<file path="src/rtl/ram_bridge.sv">
// Word-access bridge from a valid/ready requester to a synchronous single-port RAM.
// Define RAM_BRIDGE_RMW_EN to service partial writes by read-modify-write; otherwise they are rejected.
module ram_bridge (
  input  logic        clock,
  input  logic        resetN,
  input  logic        valid,
  input  logic        write,
  input  logic [16:0] address,
  input  logic [3:0]  writeStrobe,
  input  logic [31:0] writeData,
  output logic        ready,
  output logic [31:0] readData,
  output logic        writeError,
  output logic        ramWriteEnable,
  output logic [14:0] ramAddress,
  output logic [31:0] ramWriteData,
  input  logic [31:0] ramReadData
);

  typedef enum logic [2:0] {IDLE, READ, MERGE, WRITE, RESPOND} state_t;

  state_t     state;
  logic       is_write;
  logic [3:0] strobe;
  logic       unused_addr_bits;

  assign unused_addr_bits = ^address[1:0];

  assign ramWriteEnable = (state == WRITE);
  assign ready          = (state == RESPOND);

`ifdef RAM_BRIDGE_RMW_EN
  assign writeError = 1'b0;
`else
  logic error;
  assign writeError = ready & error;
`endif

  // ramWriteData doubles as the latched write data; MERGE overwrites only the unstrobed bytes.
  always_ff @(posedge clock or negedge resetN) begin
    if (!resetN) begin
      state        <= IDLE;
      ramAddress   <= '0;
      ramWriteData <= '0;
      readData     <= '0;
      is_write     <= 1'b0;
      strobe       <= '0;
`ifndef RAM_BRIDGE_RMW_EN
      error        <= 1'b0;
`endif
    end else begin
      case (state)
        IDLE: begin
          if (valid) begin
            ramAddress   <= address[16:2];
            ramWriteData <= writeData;
            is_write     <= write;
            strobe       <= writeStrobe;
`ifndef RAM_BRIDGE_RMW_EN
            error        <= 1'b0;
`endif
            if (!write)
              state <= READ;
            else if (writeStrobe == '1)
              state <= WRITE;
            else if (writeStrobe == '0)
              state <= RESPOND;
            else begin
`ifdef RAM_BRIDGE_RMW_EN
              state <= READ;
`else
              state <= RESPOND;
              error <= 1'b1;
`endif
            end
          end
        end
        READ: state <= MERGE;
        MERGE: begin
          if (is_write) begin
            for (int unsigned b = 0; b < 4; b++)
              if (!strobe[b])
                ramWriteData[8*b +: 8] <= ramReadData[8*b +: 8];
            state <= WRITE;
          end else begin
            readData <= ramReadData;
            state    <= RESPOND;
          end
        end
        WRITE:   state <= RESPOND;
        RESPOND: state <= IDLE;
        default: state <= IDLE;
      endcase
    end
  end

endmodule

</file>
<file path="config.mk">
export PLATFORM = sky130hd
export DESIGN_NAME = ram_bridge
export DESIGN_NICKNAME = d
export VERILOG_FILES = /design/src/rtl/ram_bridge.sv
export SDC_FILE = /design/constraint.sdc
export NUM_CORES = 1
export LEC_CHECK = 0
export BUFFER_PORTS_ARGS = -buffer_cell sky130_fd_sc_hd__buf_2
export CAP_MARGIN = 20
export CORE_MARGIN = 1.5
export CORE_UTILIZATION = 48
export CTS_BUF_LIST = sky130_fd_sc_hd__clkbuf_16
export DETAILED_ROUTE_END_ITERATION = 7
export PLACE_DENSITY = 0.8
export SLEW_MARGIN = 0
export SYNTH_ARGS = -nofsm -noshare
export SYNTH_HDL_FRONTEND = slang
export SYNTH_SLANG_ARGS = --single-unit
</file>
<file path="constraint.sdc">
create_clock -name clock -period 1.8 [get_ports clock]
set_input_delay 0.36 -clock clock [delete_from_list [all_inputs] [get_ports clock]]
set_output_delay 0.36 -clock clock [all_outputs]
set_load 0.005 [all_outputs]
</file>
==> results of run 1 <==
==> report_power, final <==
part           switching (mW)  leakage (nW)  internal [mW]  total, mW
clock                   0.731         0.174           1.49       2.22
combinational            1.42          1.38           2.36       3.78
sequential              0.518          1.04           2.99       3.51
total                    2.67          2.60           6.83       9.50
==> cells by family (layout without fill, tap and decap cells) <==
family / after synthesis / in the layout
AOI/OAI and AO/OA: 11 / 11
DFF: 88 / 88
and+or+nand+nor: 20 / 20
muxes: 116 / 116
buffers and inverters: 15 / 202
==> routing by layer <==
metal / vias up / share of wire (%)
li1: 1264 / -
met1: 1349 / 40
met2: 88 / 53
met3: 7 / 5.6
met4: 0 / 0.97
met5: - / 0
==> synth_stat cells, drive strengths merged <==
| library cell | instances |
|---|---|
| a21o | 1 |
| nand2b | 1 |
| dfrtp | 88 |
| a21oi | 7 |
| and2 | 2 |
| and3b | 1 |
| nor4b | 1 |
| nand3b | 4 |
| or4 | 1 |
| nand4 | 3 |
| inv | 3 |
| o21ai | 3 |
| or2 | 1 |
| nand2 | 2 |
| and3 | 1 |
| mux2 | 116 |
| or3 | 1 |
| buf | 12 |
| nor2 | 1 |
| nor3b | 1 |
==> how the worst max path moves through the flow <==
| stage | start | to | slack, ps | cells past startpoint |
|---|---|---|---|---|
| 2_1_floorplan | state[2]$_DFFE_PN0P_ | ramWriteData[0]$_DFFE_PN0P_ | 120 | 4 |
| 3_3_place_gp | state[2]$_DFFE_PN0P_ | ramWriteData[3]$_DFFE_PN0P_ | 80 | 3 |
| 3_5_place_dp | state[2]$_DFFE_PN0P_ | ramWriteData[4]$_DFFE_PN0P_ | 20 | 3 |
| 4_1_cts | state[2]$_DFFE_PN0P_ | ramWriteData[4]$_DFFE_PN0P_ | 20 | 3 |
| 5_1_grt | state[2]$_DFFE_PN0P_ | ramWriteData[21]$_DFFE_PN0P_ | 4 | 3 |
| 6_report | state[2]$_DFFE_PN0P_ | ramWriteData[21]$_DFFE_PN0P_ | 60 | 3 |
==> final cells by class <==
| type | count | area share [%] |
|---|---|---|
| Sequential cell | 88 | 40.65 |
| Multi-Input combinational cell | 147 | 30.99 |
| Timing Repair Buffer | 183 | 19.08 |
| Clock buffer | 9 | 4.157 |
| Clock inverter | 7 | 2.494 |
| Tap cell | 105 | 2.425 |
| Inverter | 3 | 0.2079 |
==> worst register-to-register path, stage by stage, from the launching register on <==
cell     delay (ps)
dfrtp_1         410
or2_0           440
a21oi_4         390
mux2_2          390
==> flip-flops by register name, indices dropped and copies added, names as in the netlist <==
| signal | count |
|---|---|
| is_write | 1 |
| readData | 32 |
| error | 1 |
| strobe | 4 |
| ramWriteData | 32 |
| ramAddress | 15 |
| state | 3 |
==> timing repair <==
item | CTS | global route
hold buffers | 1 | 0
setup buffers | 0 | 2
setup endpoints to repair | 0 | 6
hold endpoints to repair | 12 | 0
==> per-stage QoR <==
step                      instance area [µm²]  cells  utilization (%)  total power [mW]  setup WS (ps)
after global routing                     5418    542            66.27             10.07          4.486
after floorplan                          4019    250                -             5.802          118.5
after CTS                                5378    540            65.78             9.542          15.85
after global placement                   5007    523            61.25             7.127          77.16
final                                    5418    542            66.27             9.504          57.53
after detailed placement                 5007    523            61.25             7.283          20.66
==> impl_metrics.yaml, run 1 <==
layout:
  layout.cells.most_common: "buf_2"
  insertedDiodeCount: 0
  nets: 521
  sequential_cell_area_mm2: 0.002202
  area_delta_synth_final_pct: 34.81
  layout_common_cells: "buf_2, dfrtp_1, mux2_2"
  fillers: 630
  drive_gt1_share_pct: 73.00
  multi_input_logic_area_mm2: 0.001679
sta:
  finalHoldViolCount: 0
  drv_slew: 0
  finClkSkew_ps: 9.254
  fin_crit_ps: 1742
  grt_setup_unrepaired: "false"
  fin_hold_ws_ps: 250.5
  worst_slew_margin_rel_pct: 56.55
  max_freq_mhz: 573.9
  fin_setup_tns_ps: 0
  post-route-period-util_pct: 96.80
  tightest_slew_ps: 651.7
  setup_viol: 0
clock_tree:
  cts-root-to-sink-buffers: 2
  cts_made_buffers: 9
  tritoncts_clock_tree: "yes"
  deepest_level_of_the_cts_h_tree: 3
  worst_setup_hold_path_clk_slew_ps: 60
  clock_latency_ps: 330
  cts_resized: 0
  cts.sink_count: 88
  cts.root.buffer_cell: "clkbuf_16"
grt:
  grt.overflow.total: 0
  met1_use_gr_pct: 21.90
  routing_layer_with_the_top_usage_in_global_route: "met2"
  grt_antenna_before_repair: 0
  first_global_vias: 2772
  gr-usage-all-layers_pct: 19.27
  global_route_wire_length_before_repair_um: 12970
  global_route.usage.met3_pct: 5.314
  maximum_number_of_pins_on_one_net_before_global_route_repair: 43
  grt_util_met2_pct: 34.77
setup_path:
  cp-start-kind: "flop"
  worstSetupPathType: "flop to flop"
  reg2reg_depth: 3
  cpPeakStageDelay_ps: 440
  setup.worst_path.end_class: "flop"
  critical-path-slowest-cell: "or2_0"
  required_ps: 2020
  cp_top_family: "simple AND/OR/NAND/NOR gates"
  worst-path-max-fanout: 8
  timing.critical_path.buf_inv: 0
  crit-reg2reg-launch: "state[2]$_DFFE_PN0P_"
  worstPathArrival_ps: 1960
  critical_path.reg2reg.endpoint: "ramWriteData[21]$_DFFE_PN0P_"
  cell_chain_of_the_critical_path: "or2_0 -> a21oi_4 -> mux2_2"
  timing.reg2reg.setup_slack_ps: 60
hold_path:
  endpoint_with_the_worst_hold_slack: "ramAddress[8]$_DFFE_PN0P_"
  hold_class: "input pin to flop"
  min_path_cells: 2
  hp-start: "address[10]"
synthesis:
  synth_area_leaders: "dfrtp_1, mux2_2, mux2_4"
  synthDominantAreaCellType: "dfrtp_1"
  synth_top_cell_area_share_pct: 54.79
  synth_compound_area_share_pct: 2.553
  synthesis.nets: 339
  ys_ff_latch: 88
  yosysSeqAreaShare_pct: 54.79
  postSynthCellCount: 250
  portion_of_netlist_area_occupied_by_mux_cells_pct: 35.31
  synth-xor-area-share_pct: 0
  synth_top_family_by_area: "multiplexers"
  synth_fa_ha_area_share_pct: 0
  netlist-cell-type-count: 25
  yosys.area_share.simple_pct: 3.892
  syn_avg_cell_area_um2: 16.08
  yosysWarnings: 0
  syn_area_mm2: 0.004019
drt:
  detail_route.drc_violations: 0
  drt_iter0_markers: 82
  wl_per_cell_um: 15.53
  route.final.wire_length_um: 8418
  first_pass_iters: 4
  routed-via-count: 2708
  via_per_inst: 4.996
  antenna_violating_nets_post_route: 0
power_and_ir_drop:
  power.leakage_nw: 2.600
  p_per_area_mw_per_mm2: 1754
  vdd_drop_max_mv: 0.9703
job:
  cap_violations: 0
floorplan:
  design.core.area_mm2: 0.008175
  io_pins: 171
  die_width_um: 94.50
  floorplan.die_area_mm2: 0.008930
  chipHeight_um: 94.50
  initial_utilization_pct: 49.16
  placementRows: 33
placement:
  detailedPlacementHpwl_um: 6252
  gp_congestion: 0.7805
  placement.io_buffers: 168
status:
  outcome: "completed"
No activity file was read; power rests on OpenSTA's default activity.
==> inputs of run 2 (changes only) <==
Settings changed: BUFFER_PORTS_ARGS -buffer_cell sky130_fd_sc_hd__buf_2 to -buffer_cell sky130_fd_sc_hd__buf_4.
==> run 2 against run 1 <==
Net effect: flip-flop and latch count is the same; total power grew 2.4%; critical path depth grew 1; combinational power grew 17%; highest routed layer unchanged; critical endpoint is now ramWriteData[20]$_DFFE_PN0P_; worst setup slack gained 5.4 ps; worst hold slack lost 200 ps; final cell count shrank 0.18%; largest power group unchanged; register-to-register slack is essentially flat; sequential share of layout area shrank 2.6 points; fmax grew 0.31%.
==> impl_metrics.yaml, run 2 (same netlist as run 1, synthesis figures left out) <==
sta:
  fin_crit_ps: 1737
  finalHoldViolCount: 0
  finClkSkew_ps: 4.561
  max_freq_mhz: 575.7
  fin_setup_tns_ps: 0
  setup_viol: 0
  post-route-period-util_pct: 96.50
  grt_setup_unrepaired: "false"
  tightest_slew_ps: 692.9
  drv_slew: 0
  worst_slew_margin_rel_pct: 53.81
clock_tree:
  cts.sink_count: 88
  tritoncts_clock_tree: "yes"
  cts_hold_buf: 0
  cts.root.buffer_cell: "clkbuf_16"
  deepest_level_of_the_cts_h_tree: 3
  cts_made_buffers: 9
  worst_setup_hold_path_clk_slew_ps: 60
  cts-root-to-sink-buffers: 2
  cts_resized: 0
  clock_latency_ps: 320
placement:
  placedCellCount: 522
  detailedPlacementHpwl_um: 6448
  gp_congestion: 0.7726
  placement.io_buffers: 168
  cell_area_after_placement_mm2: 0.005430
setup_path:
  cp_top_family: "simple AND/OR/NAND/NOR gates"
  worstSetupPathType: "flop to flop"
  critical-path-slowest-cell: "or2_0"
  cpPeakStageDelay_ps: 460
  setup.worst_path.end_class: "flop"
  cell_chain_of_the_critical_path: "or2_0 -> a21oi_4 -> buf_4 -> mux2_2"
  worstPathArrival_ps: 1950
  worst-path-max-fanout: 5
  cp-start-kind: "flop"
  required_ps: 2010
  timing.reg2reg.setup_slack_ps: 60
  timing.critical_path.buf_inv: 1
power_and_ir_drop:
  power_frac_clock_pct: 18.0
  internal-power_mw: 6.993
  total_power_mw: 9.729
  comb_power_share_pct: 45.4
  power.sequential.fraction_pct: 36.6
  power.leakage_nw: 2.716
  p_sw_mw: 2.736
  p_per_area_mw_per_mm2: 1683
  vdd_drop_max_mv: 0.8631
  power.switching_fraction_pct: 28.12
layout:
  layout.cells.most_common: "buf_4"
  nets: 522
  reg_top3: "ramWriteData (32), readData (32), ramAddress (15)"
  non_filler_cells_final: 541
  drive_gt1_share_pct: 73.39
  fin_area_mm2: 0.005782
  insertedDiodeCount: 0
  area_delta_synth_final_pct: 43.87
  layout_common_cells: "buf_4, dfrtp_1, mux2_2"
grt:
  gr-usage-all-layers_pct: 19.96
  global_route_wire_length_before_repair_um: 13520
  maximum_number_of_pins_on_one_net_before_global_route_repair: 89
  grt.overflow.total: 0
  grt_antenna_before_repair: 0
  first_global_vias: 2784
floorplan:
  initial_utilization_pct: 49.16
  io_pins: 171
  chipHeight_um: 94.50
  floorplan.die_area_mm2: 0.008930
  placementRows: 33
  die_width_um: 94.50
  design.core.area_mm2: 0.008175
drt:
  routed-via-count: 2747
  antenna_violating_nets_post_route: 0
  first_pass_iters: 4
  detail_route.drc_violations: 0
  drt_iter0_markers: 48
  wl_per_cell_um: 16.30
  via_per_inst: 5.078
  route.final.wire_length_um: 8819
job:
  cap_violations: 0
hold_path:
  hold_class: "input pin to async pin"
status:
  outcome: "completed"
[run 2: cell types whose count changed in the layout (fill, tap and decap cells not counted)]
cell	before	now
buf_12	6	8
buf_2	167	0
buf_4	9	176
bufinv_16	4	1
clkinv_1	1	0
clkinv_2	0	2
dlygate4sd3_1	1	0
[run 2: worst register-to-register path: cells and delay by family (launching register included)]
| kind | cells | cell delay [ps] |
|---|---|---|
| flip-flops | 1 | 420 |
| AO/OA/AOI/OAI | 1 | 220 |
| buffers and inverters | 1 | 170 |
| multiplexers | 1 | 340 |
| AND/OR/NAND/NOR | 1 | 460 |
[run 2: cell type report]
| class | count | area, µm² |
|---|---|---|
| clock buffers | 9 | 225.2 |
| fillers | 583 | 2394 |
| flip-flops and latches | 88 | 2202 |
| repair buffers | 184 | 1481 |
| multi-input cells | 147 | 1679 |
| clock inverters | 5 | 51.30 |
| inverters | 3 | 11.26 |
| well taps | 105 | 131.4 |
[run 2: power by group through the flow]
stage,combinational [mW],sequential (mW),clock (mW)
global placement,4.21,3.54,0
finish,4.41,3.56,1.75
floorplan,2.19,3.61,0
detailed placement,4.30,3.59,0
global route,4.72,3.69,1.87
CTS,4.31,3.57,1.79
[run 2: routing by layer]
metal	vias to the layer above	part of all wire (%)	routed length, µm	GRT usage, %
met2	95	51	4484	32.79
met4	0	2.4	208	8.333
li1	1266	-	-	-
met3	19	5.3	465	4.589
met1	1367	42	3660	25.43
met5	-	0	0	0
[run 2: path summary, 6_finish.rpt]
kind	start	cells past startpoint	to
worst max-delay path	state[2]$_DFFE_PN0P_	4	ramWriteData[20]$_DFFE_PN0P_
max in group asynchronous	resetN	2	readData[12]$_DFFE_PN0P_
min in group clock	address[14]	2	ramAddress[12]$_DFFE_PN0P_
worst min-delay path	resetN	2	readData[28]$_DFFE_PN0P_
worst min register to register	strobe[3]$_DFFE_PN0P_	1	strobe[3]$_DFFE_PN0P_
worst max register to register	state[2]$_DFFE_PN0P_	4	ramWriteData[20]$_DFFE_PN0P_
[run 2: stage by stage]
stage | utilization, % | hold WS (ps) | setup slack, ps
5_1_grt | 70.72 | 114.0 | 1.713
6_report | 70.72 | 53.31 | 62.92
2_1_floorplan | - | 64.41 | 118.5
3_3_place_gp | 66.42 | 435.4 | 68.06
3_5_place_dp | 66.42 | 437.0 | 33.36
4_1_cts | 69.80 | 86.41 | 16.73
[run 2: repair_timing]
action / CTS / global route
buffers inserted: 0 / 5
setup endpoints to repair: 0 / 32
hold endpoints to repair: 0 / 0
==> inputs of run 3 (changes only) <==
Settings changed: SETUP_SLACK_MARGIN set to 0.1.
Clock period 1.8 ns to 1.6 ns, I/O delays scaled along.
==> run 3 against run 2 <==
Net effect: the run now ends with setup timing left; critical path type unchanged; sequential power increased by 14%; via count rose by 3.2%; utilization grew 2.8 points; highest routed layer unchanged; critical endpoint is now ramWriteData[17]$_DFFE_PN0P_; sequential share of layout area is 1.4 points lower; register-to-register slack got worse by 90 ps; die area stayed put.
==> impl_metrics.yaml, run 3 (same netlist as run 1, synthesis figures left out) <==
setup_path:
  cell_chain_of_the_critical_path: "nor3b_4 -> buf_6 -> buf_8 -> mux2_2 -> mux2_2"
  cpPeakStageDelay_ps: 430
  worstSetupPathType: "flop to flop"
  cp_top_family: "multiplexers"
  setup.worst_path.end_class: "flop"
  worstPathArrival_ps: 1840
  critical-path-slowest-cell: "dfrtp_2"
  timing.critical_path.buf_inv: 2
  cp-start-kind: "flop"
  required_ps: 1800
  crit_path_frequent_cell: "mux2_2"
  worst-path-max-fanout: 10
sta:
  grt_setup_unrepaired: "true"
  max_freq_mhz: 613.2
  post-route-period-util_pct: 101.9
  finalHoldViolCount: 0
  finClkSkew_ps: 7.826
  worst_slew_margin_rel_pct: 74.85
  drv_slew: 0
  fin_setup_tns_ps: -535.3
  setup_ws_ps: -30.76
  setup_viol: 40
  fin_crit_ps: 1631
  tightest_slew_ps: 377.3
power_and_ir_drop:
  p_per_area_mw_per_mm2: 1893
  vdd_drop_max_mv: 1.380
  power.leakage_nw: 2.839
drt:
  wl_per_cell_um: 17.09
  drt_iter0_markers: 63
  wl_met1_um: 3842
  detail_route.drc_violations: 0
  top_layer: "met4"
  via_per_inst: 5.116
  routed-via-count: 2834
  met3_wirelength_um: 575
  met2_wirelength_um: 4866
  first_pass_iters: 4
  route.final.wire_length_um: 9470
  antenna_violating_nets_post_route: 0
floorplan:
  design.core.area_mm2: 0.008175
  die_width_um: 94.50
  initial_utilization_pct: 49.16
  chipHeight_um: 94.50
  io_pins: 171
  placementRows: 33
  floorplan.die_area_mm2: 0.008930
placement:
  placedCellCount: 530
  detailedPlacementHpwl_um: 6966
  placement.io_buffers: 168
  gp_congestion: 0.7969
layout:
  sequential_cell_area_mm2: 0.002205
  drive_gt1_share_pct: 74.61
  reg_top3: "ramWriteData (32), readData (32), ramAddress (15)"
  multi_input_logic_area_mm2: 0.001738
  insertedDiodeCount: 0
  layout_common_cells: "buf_4, dfrtp_1, mux2_2"
  nets: 533
  layout.cells.most_common: "buf_4"
  fillers: 549
  area_delta_synth_final_pct: 49.66
  non_filler_cells_final: 554
clock_tree:
  deepest_level_of_the_cts_h_tree: 3
  cts.root.buffer_cell: "clkbuf_16"
  worst_setup_hold_path_clk_slew_ps: 60
  clock_latency_ps: 330
  cts.sink_count: 88
  tritoncts_clock_tree: "yes"
  cts_made_buffers: 9
  cts-root-to-sink-buffers: 2
grt:
  maximum_number_of_pins_on_one_net_before_global_route_repair: 35
  grt.overflow.total: 0
  global_route_wire_length_before_repair_um: 14970
  gr-usage-all-layers_pct: 21.89
  first_global_vias: 3037
  grt_antenna_before_repair: 0
status:
  violated_checks: "setup timing"
  outcome: "complete, but fails checks"
job:
  cap_violations: 0
hold_path:
  hold_class: "input pin to flop"
==> run 3: area by class of cell <==
cell class | instances | share of cell area [%]
Clock buffer | 9 | 3.745
Clock inverter | 7 | 1.082
Inverter | 3 | 0.1872
Multi-Input combinational cell | 147 | 28.90
Sequential cell | 88 | 36.65
Tap cell | 105 | 2.184
Timing Repair Buffer | 195 | 27.25
==> run 3: timing repair <==
action	in CTS	in global routing
resized for setup	30	3
endpoints found under the hold margin	26	0
gates cloned	3	0
pin swaps	5	1
setup buffers	4	0
hold buffers	1	0
setup endpoints to repair	87	87
==> run 3: path summary, 6_finish.rpt <==
check | startpoint | end | slack [ps] | depth (start not counted)
min in group asynchronous | resetN | ramAddress[12]$_DFFE_PN0P_ | 470 | 2
hold reg to reg | readData[23]$_DFFE_PN0P_ | readData[23]$_DFFE_PN0P_ | 510 | 1
setup / recovery | state[2]$_DFFE_PN0P_ | ramWriteData[17]$_DFFE_PN0P_ | -30 | 5
max in group asynchronous | resetN | ramWriteData[21]$_DFFE_PN0P_ | 620 | 3
setup reg to reg | state[2]$_DFFE_PN0P_ | ramWriteData[17]$_DFFE_PN0P_ | -30 | 5
hold / removal | address[8] | ramAddress[6]$_DFFE_PN0P_ | 220 | 2
==> run 3: power by group <==
group	switching (mW)	total [mW]	internal (mW)	leakage (nW)
Clock	0.817	2.01	1.20	0.142
Combinational	1.75	5.33	3.58	1.66
Sequential	0.672	4.05	3.37	1.04
==> run 3: metal layers <==
metal | track usage (%) | vias up
met1 | 27.18 | 1423
met2 | 36.99 | 107
met5 | 0 | -
met3 | 4.750 | 18
met4 | 9.080 | 0
li1 | - | 1286
==> run 3: metrics by stage <==
step	hold slack, ps	power [mW]	area [µm²]	setup WS [ps]	util (%)
2_1_floorplan	24.41	6.571	4041	-48.00	-
3_3_place_gp	267.7	8.841	5509	-94.63	67.39
3_5_place_dp	268.0	9.030	5509	-91.11	67.39
4_1_cts	215.6	11.49	6008	-38.85	73.49
5_1_grt	221.3	12.02	6015	-99.03	73.57
6_report	221.0	11.38	6015	-30.76	73.57
